--- src/rtl/fft_ctrl_pkg.sv ---
// Shared control definitions for the FFT input arbiter: arbiter state
// encoding, default frame geometry and the channel identifier type.
package fft_ctrl_pkg;

    localparam int unsigned FFT_FRAME_LEN = 128;
    localparam int unsigned FFT_NUM_WIN   = 4;

    typedef enum logic [1:0] {
        ARB_IDLE   = 2'd0,
        ARB_STREAM = 2'd1,
        ARB_DRAIN  = 2'd2
    } arb_state_e;

    typedef logic chan_id_t;

    localparam chan_id_t CH0 = 1'b0;
    localparam chan_id_t CH1 = 1'b1;

    // One-hot grant vector {ch1,ch0} for a channel id.
    function automatic logic [1:0] chan_onehot(input chan_id_t c);
        return (c == CH1) ? 2'b10 : 2'b01;
    endfunction

endpackage

--- src/rtl/fft_frame_arbiter_rr_pick2.sv ---
// rr_pick2: combinational two-requester round-robin picker.
//   req_i[1:0] : request vector {ch1,ch0}
//   ptr_i      : preferred channel when both request
//   gnt_o[1:0] : one-hot grant, zero when nothing requests
module rr_pick2
    import fft_ctrl_pkg::*;
(
    input  logic [1:0] req_i,
    input  chan_id_t   ptr_i,
    output logic [1:0] gnt_o
);

    // A lone request wins outright; a tie goes to the pointer.
    always_comb begin
        gnt_o = req_i;
        if (req_i == 2'b11) begin
            gnt_o = chan_onehot(ptr_i);
        end
    end

endmodule

--- src/rtl/fft_frame_arbiter.sv ---
// fft_frame_arbiter: shares one FFT + window-averaging path between two
// sample streams. A grant covers a whole averaging group (NUM_WIN frames
// of FRAME_LEN samples); the next grant waits until the averaged result of
// that group (FRAME_LEN beats) has drained. The drained result is tagged
// with its source channel.
//
// Ports:
//   i_clk, i_rst_n                 clock, async active-low reset
//   i_chN_data/_valid, o_chN_ready requester streams (ch0, ch1)
//   o_fft_data/_valid, i_fft_ready muxed stream to the FFT core (combinational)
//   i_res_valid, i_res_ready       snooped handshake of the averaged result
//   o_res_chan                     channel owning the result being drained
//   o_grant                        one-hot active grant {ch1,ch0}
//   o_busy                         arbiter not idle
//
// Build option FFT_ARB_STATS_EN adds o_ch0_groups / o_ch1_groups: saturating
// 16-bit counts of completed groups per channel.
module fft_frame_arbiter
    import fft_ctrl_pkg::*;
#(
    parameter int unsigned DATA_W    = 32,
    parameter int unsigned FRAME_LEN = FFT_FRAME_LEN,
    parameter int unsigned NUM_WIN   = FFT_NUM_WIN
) (
    input  logic              i_clk,
    input  logic              i_rst_n,
    input  logic [DATA_W-1:0] i_ch0_data,
    input  logic              i_ch0_data_valid,
    output logic              o_ch0_data_ready,
    input  logic [DATA_W-1:0] i_ch1_data,
    input  logic              i_ch1_data_valid,
    output logic              o_ch1_data_ready,
    output logic [DATA_W-1:0] o_fft_data,
    output logic              o_fft_data_valid,
    input  logic              i_fft_data_ready,
    input  logic              i_res_valid,
    input  logic              i_res_ready,
    output logic              o_res_chan,
    output logic [1:0]        o_grant,
    output logic              o_busy
`ifdef FFT_ARB_STATS_EN
    ,
    output logic [15:0]       o_ch0_groups,
    output logic [15:0]       o_ch1_groups
`endif
);

    localparam int unsigned SAMP_W = $clog2(FRAME_LEN);
    localparam int unsigned WIN_W  = $clog2(NUM_WIN);

    localparam logic [SAMP_W-1:0] SAMP_LAST = SAMP_W'(FRAME_LEN - 1);
    localparam logic [SAMP_W-1:0] SAMP_ONE  = SAMP_W'(1);
    localparam logic [WIN_W-1:0]  WIN_LAST  = WIN_W'(NUM_WIN - 1);
    localparam logic [WIN_W-1:0]  WIN_ONE   = WIN_W'(1);

    arb_state_e        state_q, state_d;
    logic [1:0]        grant_q, grant_d;
    chan_id_t          res_chan_q, res_chan_d;
    chan_id_t          rr_ptr_q, rr_ptr_d;
    logic              busy_q, busy_d;
    logic [SAMP_W-1:0] sample_cnt_q, sample_cnt_d;
    logic [WIN_W-1:0]  win_cnt_q, win_cnt_d;
    logic [SAMP_W-1:0] res_cnt_q, res_cnt_d;

    logic [1:0] pick_gnt;
    logic       in_stream;
    logic       sel_valid;
    logic       accept;
    logic       res_beat;

    rr_pick2 u_pick (
        .req_i (({i_ch1_data_valid, i_ch0_data_valid})),
        .ptr_i (rr_ptr_q),
        .gnt_o (pick_gnt)
    );

    // Zero-latency data path; res_chan_q names the granted channel in STREAM.
    assign in_stream        = (state_q == ARB_STREAM);
    assign sel_valid        = (res_chan_q == CH1) ? i_ch1_data_valid : i_ch0_data_valid;
    assign o_fft_data       = (res_chan_q == CH1) ? i_ch1_data : i_ch0_data;
    assign o_fft_data_valid = in_stream & sel_valid;
    assign o_ch0_data_ready = in_stream & (res_chan_q == CH0) & i_fft_data_ready;
    assign o_ch1_data_ready = in_stream & (res_chan_q == CH1) & i_fft_data_ready;

    assign accept   = o_fft_data_valid & i_fft_data_ready;
    assign res_beat = i_res_valid & i_res_ready;

    // Next-state and counter logic.
    always_comb begin
        state_d      = state_q;
        grant_d      = grant_q;
        res_chan_d   = res_chan_q;
        rr_ptr_d     = rr_ptr_q;
        sample_cnt_d = sample_cnt_q;
        win_cnt_d    = win_cnt_q;
        res_cnt_d    = res_cnt_q;

        unique case (state_q)
            ARB_IDLE: begin
                if (pick_gnt != 2'b00) begin
                    grant_d    = pick_gnt;
                    res_chan_d = chan_id_t'(pick_gnt[1]);
                    state_d    = ARB_STREAM;
                end
            end
            ARB_STREAM: begin
                if (accept) begin
                    sample_cnt_d = sample_cnt_q + SAMP_ONE;
                    if (sample_cnt_q == SAMP_LAST) begin
                        win_cnt_d = win_cnt_q + WIN_ONE;
                        if (win_cnt_q == WIN_LAST) begin
                            state_d      = ARB_DRAIN;
                            grant_d      = 2'b00;
                            sample_cnt_d = '0;
                            win_cnt_d    = '0;
                        end
                    end
                end
            end
            ARB_DRAIN: begin
                // Only beats seen here belong to this group's result.
                if (res_beat) begin
                    res_cnt_d = res_cnt_q + SAMP_ONE;
                    if (res_cnt_q == SAMP_LAST) begin
                        state_d   = ARB_IDLE;
                        rr_ptr_d  = ~res_chan_q;
                        res_cnt_d = '0;
                    end
                end
            end
            default: begin
                state_d = ARB_IDLE;
                grant_d = 2'b00;
            end
        endcase

        busy_d = (state_d != ARB_IDLE);
    end

    // State and counter registers.
    always_ff @(posedge i_clk or negedge i_rst_n) begin
        if (!i_rst_n) begin
            state_q      <= ARB_IDLE;
            grant_q      <= 2'b00;
            res_chan_q   <= CH0;
            rr_ptr_q     <= CH0;
            busy_q       <= 1'b0;
            sample_cnt_q <= '0;
            win_cnt_q    <= '0;
            res_cnt_q    <= '0;
        end else begin
            state_q      <= state_d;
            grant_q      <= grant_d;
            res_chan_q   <= res_chan_d;
            rr_ptr_q     <= rr_ptr_d;
            busy_q       <= busy_d;
            sample_cnt_q <= sample_cnt_d;
            win_cnt_q    <= win_cnt_d;
            res_cnt_q    <= res_cnt_d;
        end
    end

    assign o_grant    = grant_q;
    assign o_busy     = busy_q;
    assign o_res_chan = res_chan_q;

`ifdef FFT_ARB_STATS_EN
    localparam int unsigned    STAT_W   = 16;
    localparam logic [STAT_W-1:0] STAT_MAX = {STAT_W{1'b1}};
    localparam logic [STAT_W-1:0] STAT_ONE = STAT_W'(1);

    logic [STAT_W-1:0] ch0_groups_q, ch0_groups_d;
    logic [STAT_W-1:0] ch1_groups_q, ch1_groups_d;

    // Saturating per-channel group counts, bumped on STREAM -> DRAIN.
    always_comb begin
        ch0_groups_d = ch0_groups_q;
        ch1_groups_d = ch1_groups_q;
        if ((state_q == ARB_STREAM) && (state_d == ARB_DRAIN)) begin
            if (res_chan_q == CH0) begin
                if (ch0_groups_q != STAT_MAX) ch0_groups_d = ch0_groups_q + STAT_ONE;
            end else begin
                if (ch1_groups_q != STAT_MAX) ch1_groups_d = ch1_groups_q + STAT_ONE;
            end
        end
    end

    always_ff @(posedge i_clk or negedge i_rst_n) begin
        if (!i_rst_n) begin
            ch0_groups_q <= '0;
            ch1_groups_q <= '0;
        end else begin
            ch0_groups_q <= ch0_groups_d;
            ch1_groups_q <= ch1_groups_d;
        end
    end

    assign o_ch0_groups = ch0_groups_q;
    assign o_ch1_groups = ch1_groups_q;
`endif

endmodule
--- config.mk ---
export PLATFORM = sky130hd
export DESIGN_NAME = fft_frame_arbiter
export DESIGN_NICKNAME = d
export VERILOG_FILES = /design/src/rtl/fft_ctrl_pkg.sv /design/src/rtl/fft_frame_arbiter_rr_pick2.sv /design/src/rtl/fft_frame_arbiter.sv
export SDC_FILE = /design/constraint.sdc
export NUM_CORES = 1
export LEC_CHECK = 0
export CORE_ASPECT_RATIO = 0.7
export CORE_MARGIN = 10
export CORE_UTILIZATION = 35
export DETAILED_ROUTE_END_ITERATION = 8
export PLACE_DENSITY = 0.89
export SKIP_CTS_REPAIR_TIMING = 1
export SYNTH_ARGS = -nofsm -noshare
export SYNTH_HDL_FRONTEND = slang
export SYNTH_SLANG_ARGS = --single-unit
export TNS_END_PERCENT = 10
--- constraint.sdc ---
create_clock -name i_clk -period 1.93 [get_ports i_clk]
set_clock_uncertainty 0.2 [all_clocks]
set_input_delay 0.386 -clock i_clk [delete_from_list [all_inputs] [get_ports i_clk]]
set_output_delay 0.386 -clock i_clk [all_outputs]
set_load 0.02 [all_outputs]
==> results of run 1 <==
[kinds of logic (layout without fill, tap and decap cells)]
group | after synthesis | in the layout | synth area share
simple gates | 53 | 53 | 0.181
mux | 36 | 36 | 0.260
flops | 23 | 23 | 0.371
compound gates | 21 | 21 | 0.0838
buf+inv | 13 | 139 | 0.0354
xor+xnor | 8 | 8 | 0.0451
fa+ha+maj | 3 | 3 | 0.0242
[critical path, cell delays in order, from the launching register on]
cell and delay (ps):
dfrtp_2 460, buf_12 130, clkbuf_16 150, mux2_2 330, buf_2 160
[per-layer routing]
metal	global-route usage	vias to the layer above	routed length, um	share of wire
met5	0	-	0	0
met4	0.0317	0	60	0.0093
met3	0.0525	4	641	0.10
met2	0.277	101	3020	0.47
met1	0.186	799	2720	0.42
li1	-	817	-	-
[area by class of cell]
cell class | instances | area (um^2)
Timing Repair Buffer | 131 | 1250
Sequential cell | 23 | 577
Inverter | 4 | 15.0
Clock buffer | 4 | 45.0
Fill cell | 337 | 1420
Multi-Input combinational cell | 121 | 927
Tap cell | 55 | 68.8
[through the flow]
| stage | hold slack, ps | setup slack (ps) | total power [uW] | setup TNS [ps] | utilization |
|---|---|---|---|---|---|
| 3_5_place_dp | 270 | -592 | 1900 | -11930 | 0.655 |
| 3_3_place_gp | 259 | -570 | 1870 | -10860 | 0.655 |
| 5_1_grt | 299 | -194 | 2320 | -5710 | 0.671 |
| 2_1_floorplan | -110 | -64.0 | 1270 | -1420 | - |
| 4_1_cts | 282 | -600 | 2190 | -18770 | 0.666 |
| 6_report | 270 | -150 | 2200 | -3940 | 0.671 |
[placed cells by master (no fill, tap or decap), drive strengths merged, types with 3 or more instances in the layout]
master         Yosys  layout
nand3              8       8
clkdlybuf4s50      0      71
ha                 3       3
clkbuf             7       7
mux2              35      35
a21oi              5       5
dfrtp             23      23
o21ai              7       7
buf                2      43
or3                3       3
dlymetal6s2s       0      14
inv                4       4
nor2               8       8
xnor2              6       6
nand2             16      16
o31ai              3       3
and4               3       3
[worst min path at each step]
stage / end / from / slack (ps)
2_1_floorplan: o_busy / i_rst_n / -110
3_3_place_gp: res_cnt_q[6] / res_cnt_q[6] / 260
3_5_place_dp: res_cnt_q[6] / res_cnt_q[6] / 270
4_1_cts: res_cnt_q[6] / res_cnt_q[6] / 280
5_1_grt: sample_cnt_q[6] / i_rst_n / 300
6_report: sample_cnt_q[0] / i_rst_n / 270
[flip-flops by register name (all words and copies together), names as in the netlist]
| name | cells |
|---|---|
| res_cnt_q | 7 |
| sample_cnt_q | 7 |
| o_grant | 2 |
| state_q | 2 |
| win_cnt_q | 2 |
| o_busy | 1 |
| o_res_chan | 1 |
| rr_ptr_q | 1 |
[power groups by stage]
stage	Clock, uW	Sequential [uW]	Combinational, uW
after floorplan	0	639	628
after global placement	0	648	1220
after detailed placement	0	653	1240
after CTS	299	644	1250
after global routing	328	662	1330
final	297	652	1250
==> results_dict.tcl, run 1 <==
set metrics [dict create \
    remaining_drc_errors 0 \
    outcome "finished with violations" \
    maxSlewViolCount 0 \
    avgSynthCellArea_um2 9.89 \
    violations "setup timing" \
    synthFlopType "dfrtp_1" \
    clock_sinks 23 \
    grt-ovfl-total 0 \
    core_um2 4300 \
    synthToLayoutAreaGrowth_pct 86.0 \
    finalSetupViolations 33 \
    syn-num-nets 231 \
    r2r_cells 6 \
    synth_top_area_frac 0.371 \
    synth-seq-cells 23 \
    p_sw_uw 801 \
    chipWidth_um 99.6 \
    rsz0062_at_grt "yes" \
    power_frac_comb 0.569 \
    gp_congestion 0.849 \
    num-nets-final 358 \
    n_antenna_cell 0 \
    reg2reg_setup_slack_ps 80 \
    crit_end "o_fft_data[20]" \
    fp.dieH_um 75.7 \
    arrival_ps 1490 \
    cts_root_buf "clkbuf_8" \
    first_pass_iters 4 \
    boundaryPins 110 \
    initial_core_util 0.361 \
    grt_max_degree 24 \
    post_drt_wl_per_cell_um 19.0 \
    first_global_vias 1764 \
    final_area_um2 2890 \
    p_int_uw 1400 \
    cts_buffer_depth 2 \
    syn_inst 157 \
    drt-total-wl_um 6440 \
    clkPwrFrac 0.135 \
    grt_usage 0.158 \
    finalWorstSetupSlack_ps -150 \
    endpoint_kind "output port" \
    ys_types 38 \
    drv_cap 0 \
    placed_area_um2 2820 \
    grt_pass1_wl_um 9490 \
    final_cell_count_no_fill 338 \
    dp_hpwl_um 5300 \
    crit_path_start_kind "register" \
    period_share 1.08 \
    clk_latency_ps 260 \
    synth-async-reset-ratio 1.00 \
    crit-reg2reg-launch "state_q[1]" \
    dp_cells 330 \
    seq_area_frac_synth 0.371 \
    ys_top_cells_by_area "dfrtp_1 (37%), mux2_2 (25%), nand2_1 (3.9%)" \
    fmax_ghz 0.481 \
    viasPerCell 5.09 \
    cts_made_buffers 3 \
    p_leak_uw 0.00135 \
    final_antenna_net_count 0 \
    p_sw_frac 0.364 \
    cp-startpoint "o_res_chan" \
    rows 20 \
    slew_headroom 0.658 \
    powerDensity_nw_per_um2 762 \
    portBuffers 109 \
    worst_slew_pin_slew_ps 506 \
    rr_endpoint "res_cnt_q[5]" \
    drive_gt1_frac 0.329 \
    period_minus_slack_ps 2080 \
    min_path_type "in -> async" \
    path_clk_slew_ps 80 \
    antenna_found_initial 0 \
    hold_viol_final 0 \
    h-tree-depth 1 \
    drt_iter0_drc 111 \
    peakVddDrop_uv 494 \
    ys_top_cells_by_count "mux2_2 (35), dfrtp_1 (23), nand2_1 (16)" \
    yosys_warnings 0 \
    synth_most_common_cell "mux2_2" \
    yosys.area.top_type "dfrtp_1" \
    vias 1721 \
    cts_tree "built" \
    synth-edff-count 0 \
    crit_required_ps 1340 \
    cp_max_fo 11 \
    die-area_um2 7540 \
    pwr-share-seq 0.296 \
    worstSetupPathType "reg -> out" \
    synth_area_um2 1550 \
]
Power figures use the tool's default switching activity.
==> run 2: changes to the inputs <==
CAP_MARGIN = 5   (was not set)
GPL_ROUTABILITY_DRIVEN = 0   (was not set)
==> results of run 2 <==
Same layout as run 1: the final DEF is identical, and so are final timing and power.
==> run 3: changes to the inputs <==
REMOVE_ABC_BUFFERS = 1   (was not set)
==> results_dict.tcl, run 3 (synthesized netlist as in run 1, its figures left out) <==
set metrics [dict create \
    grt-ovfl-total 0 \
    drv_cap 0 \
    whs_ps 277 \
    met1_usage 0.157 \
    cp.buffers_inverters 1 \
    outcome "finished with violations" \
    antenna_found_initial 0 \
    vias 1643 \
    first_pass_iters 4 \
    arrival_ps 1430 \
    worst_slew_pin_slew_ps 333 \
    period_minus_slack_ps 2020 \
    violations "setup timing" \
    path_clk_slew_ps 80 \
    die-area_um2 7540 \
    crit-reg2reg-launch "state_q[1]" \
    peakVddDrop_uv 397 \
    fp.dieH_um 75.7 \
    final_cell_count_no_fill 334 \
    period_share 1.05 \
    first_global_vias 1737 \
    remaining_drc_errors 0 \
    maxSlewViolCount 0 \
    core_um2 4300 \
    hold_viol_final 0 \
    min_path_type "in -> async" \
    synthToLayoutAreaGrowth_pct 79.2 \
    cts_tree "built" \
    n_antenna_cell 0 \
    boundaryPins 110 \
    dp_hpwl_um 4950 \
    finalWorstSetupSlack_ps -89.0 \
    crit_path_start_kind "register" \
    drt-total-wl_um 5860 \
    tns_ps -2080 \
    grt_usage 0.153 \
    grtUsageMet3 0.0507 \
    fillCellCount 378 \
    grt_max_degree 30 \
    crit_required_ps 1340 \
    num-nets-final 354 \
    viasPerCell 4.92 \
    final_cell_mix "clkdlybuf4s50_1 (71), mux2_2 (35), buf_4 (32), dfrtp_1 (22), nand2_1 (16)" \
    clk_latency_ps 260 \
    cp_slowest_cell "dfrtp_2" \
    r2r_cells 6 \
    rsz0062_at_grt "yes" \
    post_drt_wl_per_cell_um 17.6 \
    powerDensity_nw_per_um2 748 \
    reg2reg_setup_slack_ps 100 \
    h-tree-depth 1 \
    finalSetupViolations 33 \
    drt_iter0_drc 47 \
    initial_core_util 0.361 \
    portBuffers 109 \
    fmax_ghz 0.495 \
    final_antenna_net_count 0 \
    drive_gt1_frac 0.348 \
    clock_sinks 23 \
    cts_root_buf "clkbuf_8" \
    chipWidth_um 99.6 \
    clkPwrFrac 0.142 \
    p_sw_frac 0.371 \
    worstSetupPathType "reg -> out" \
    rr_endpoint "res_cnt_q[5]" \
    layout_commonest_cell "clkdlybuf4s50_1" \
    cp_max_fo 3 \
    grt_pass1_wl_um 9140 \
    critPathTopFamily "flip-flops" \
    cts_buffer_depth 2 \
    p_int_uw 1310 \
    grt_use_met2 0.308 \
    cts_made_buffers 3 \
    slew_headroom 0.776 \
    dp_cells 330 \
    pwr-share-seq 0.307 \
    p_sw_uw 772 \
    p_leak_uw 0.00126 \
    max_stage_delay_ps 420 \
    largestRegisters "res_cnt_q (7), sample_cnt_q (7)" \
    rows 20 \
    path_cells "mux2i_2 > nor2b_1 > and2_2 > buf_4" \
    endpoint_kind "output port" \
    final_util 0.647 \
    power_frac_comb 0.551 \
    grt-busiest-layer "met2" \
]
## run 3: power groups by stage
stage	Clock (uW)	Combinational (uW)	Sequential (uW)
after detailed placement	0	1240	644
after global routing	333	1220	652
after floorplan	0	551	697
after CTS	307	1250	636
final	296	1150	640
after global placement	0	1220	643
## run 3: layout make-up
cell class	instances	area, um^2	share of cell area
Timing Repair Buffer	127	1140	0.409
Clock buffer	4	45.0	0.0162
Multi-Input combinational cell	121	938	0.337
Sequential cell	23	577	0.207
Inverter	4	15.0	0.00540
Tap cell	55	68.8	0.0247
## run 3: stage by stage
step	total power (uW)	setup WS, ps	area (um^2)
after detailed placement	1890	-594	2820
after global routing	2210	-147	2780
after CTS	2190	-596	2860
after global placement	1870	-554	2820
after floorplan	1250	-899	1510
final	2080	-89.0	2780
## run 3: how the worst max path moves through the flow
stage          cells after the start                to             start  slack (ps)
2_1_floorplan                      4      win_cnt_q[0]        o_res_chan        -900
6_report                           4  o_fft_data_valid        o_res_chan         -90
5_1_grt                            3     o_fft_data[2]        o_res_chan        -150
3_3_place_gp                       5  o_fft_data_valid  i_ch1_data_valid        -550
4_1_cts                            5  o_fft_data_valid  i_ch1_data_valid        -600
3_5_place_dp                       5  o_fft_data_valid  i_ch1_data_valid        -590
## run 3: routing by layer
metal	routed length, um	part of all wire
met5	0	0
met2	3310	0.57
met3	302	0.052
met4	60	0.010
met1	2190	0.37
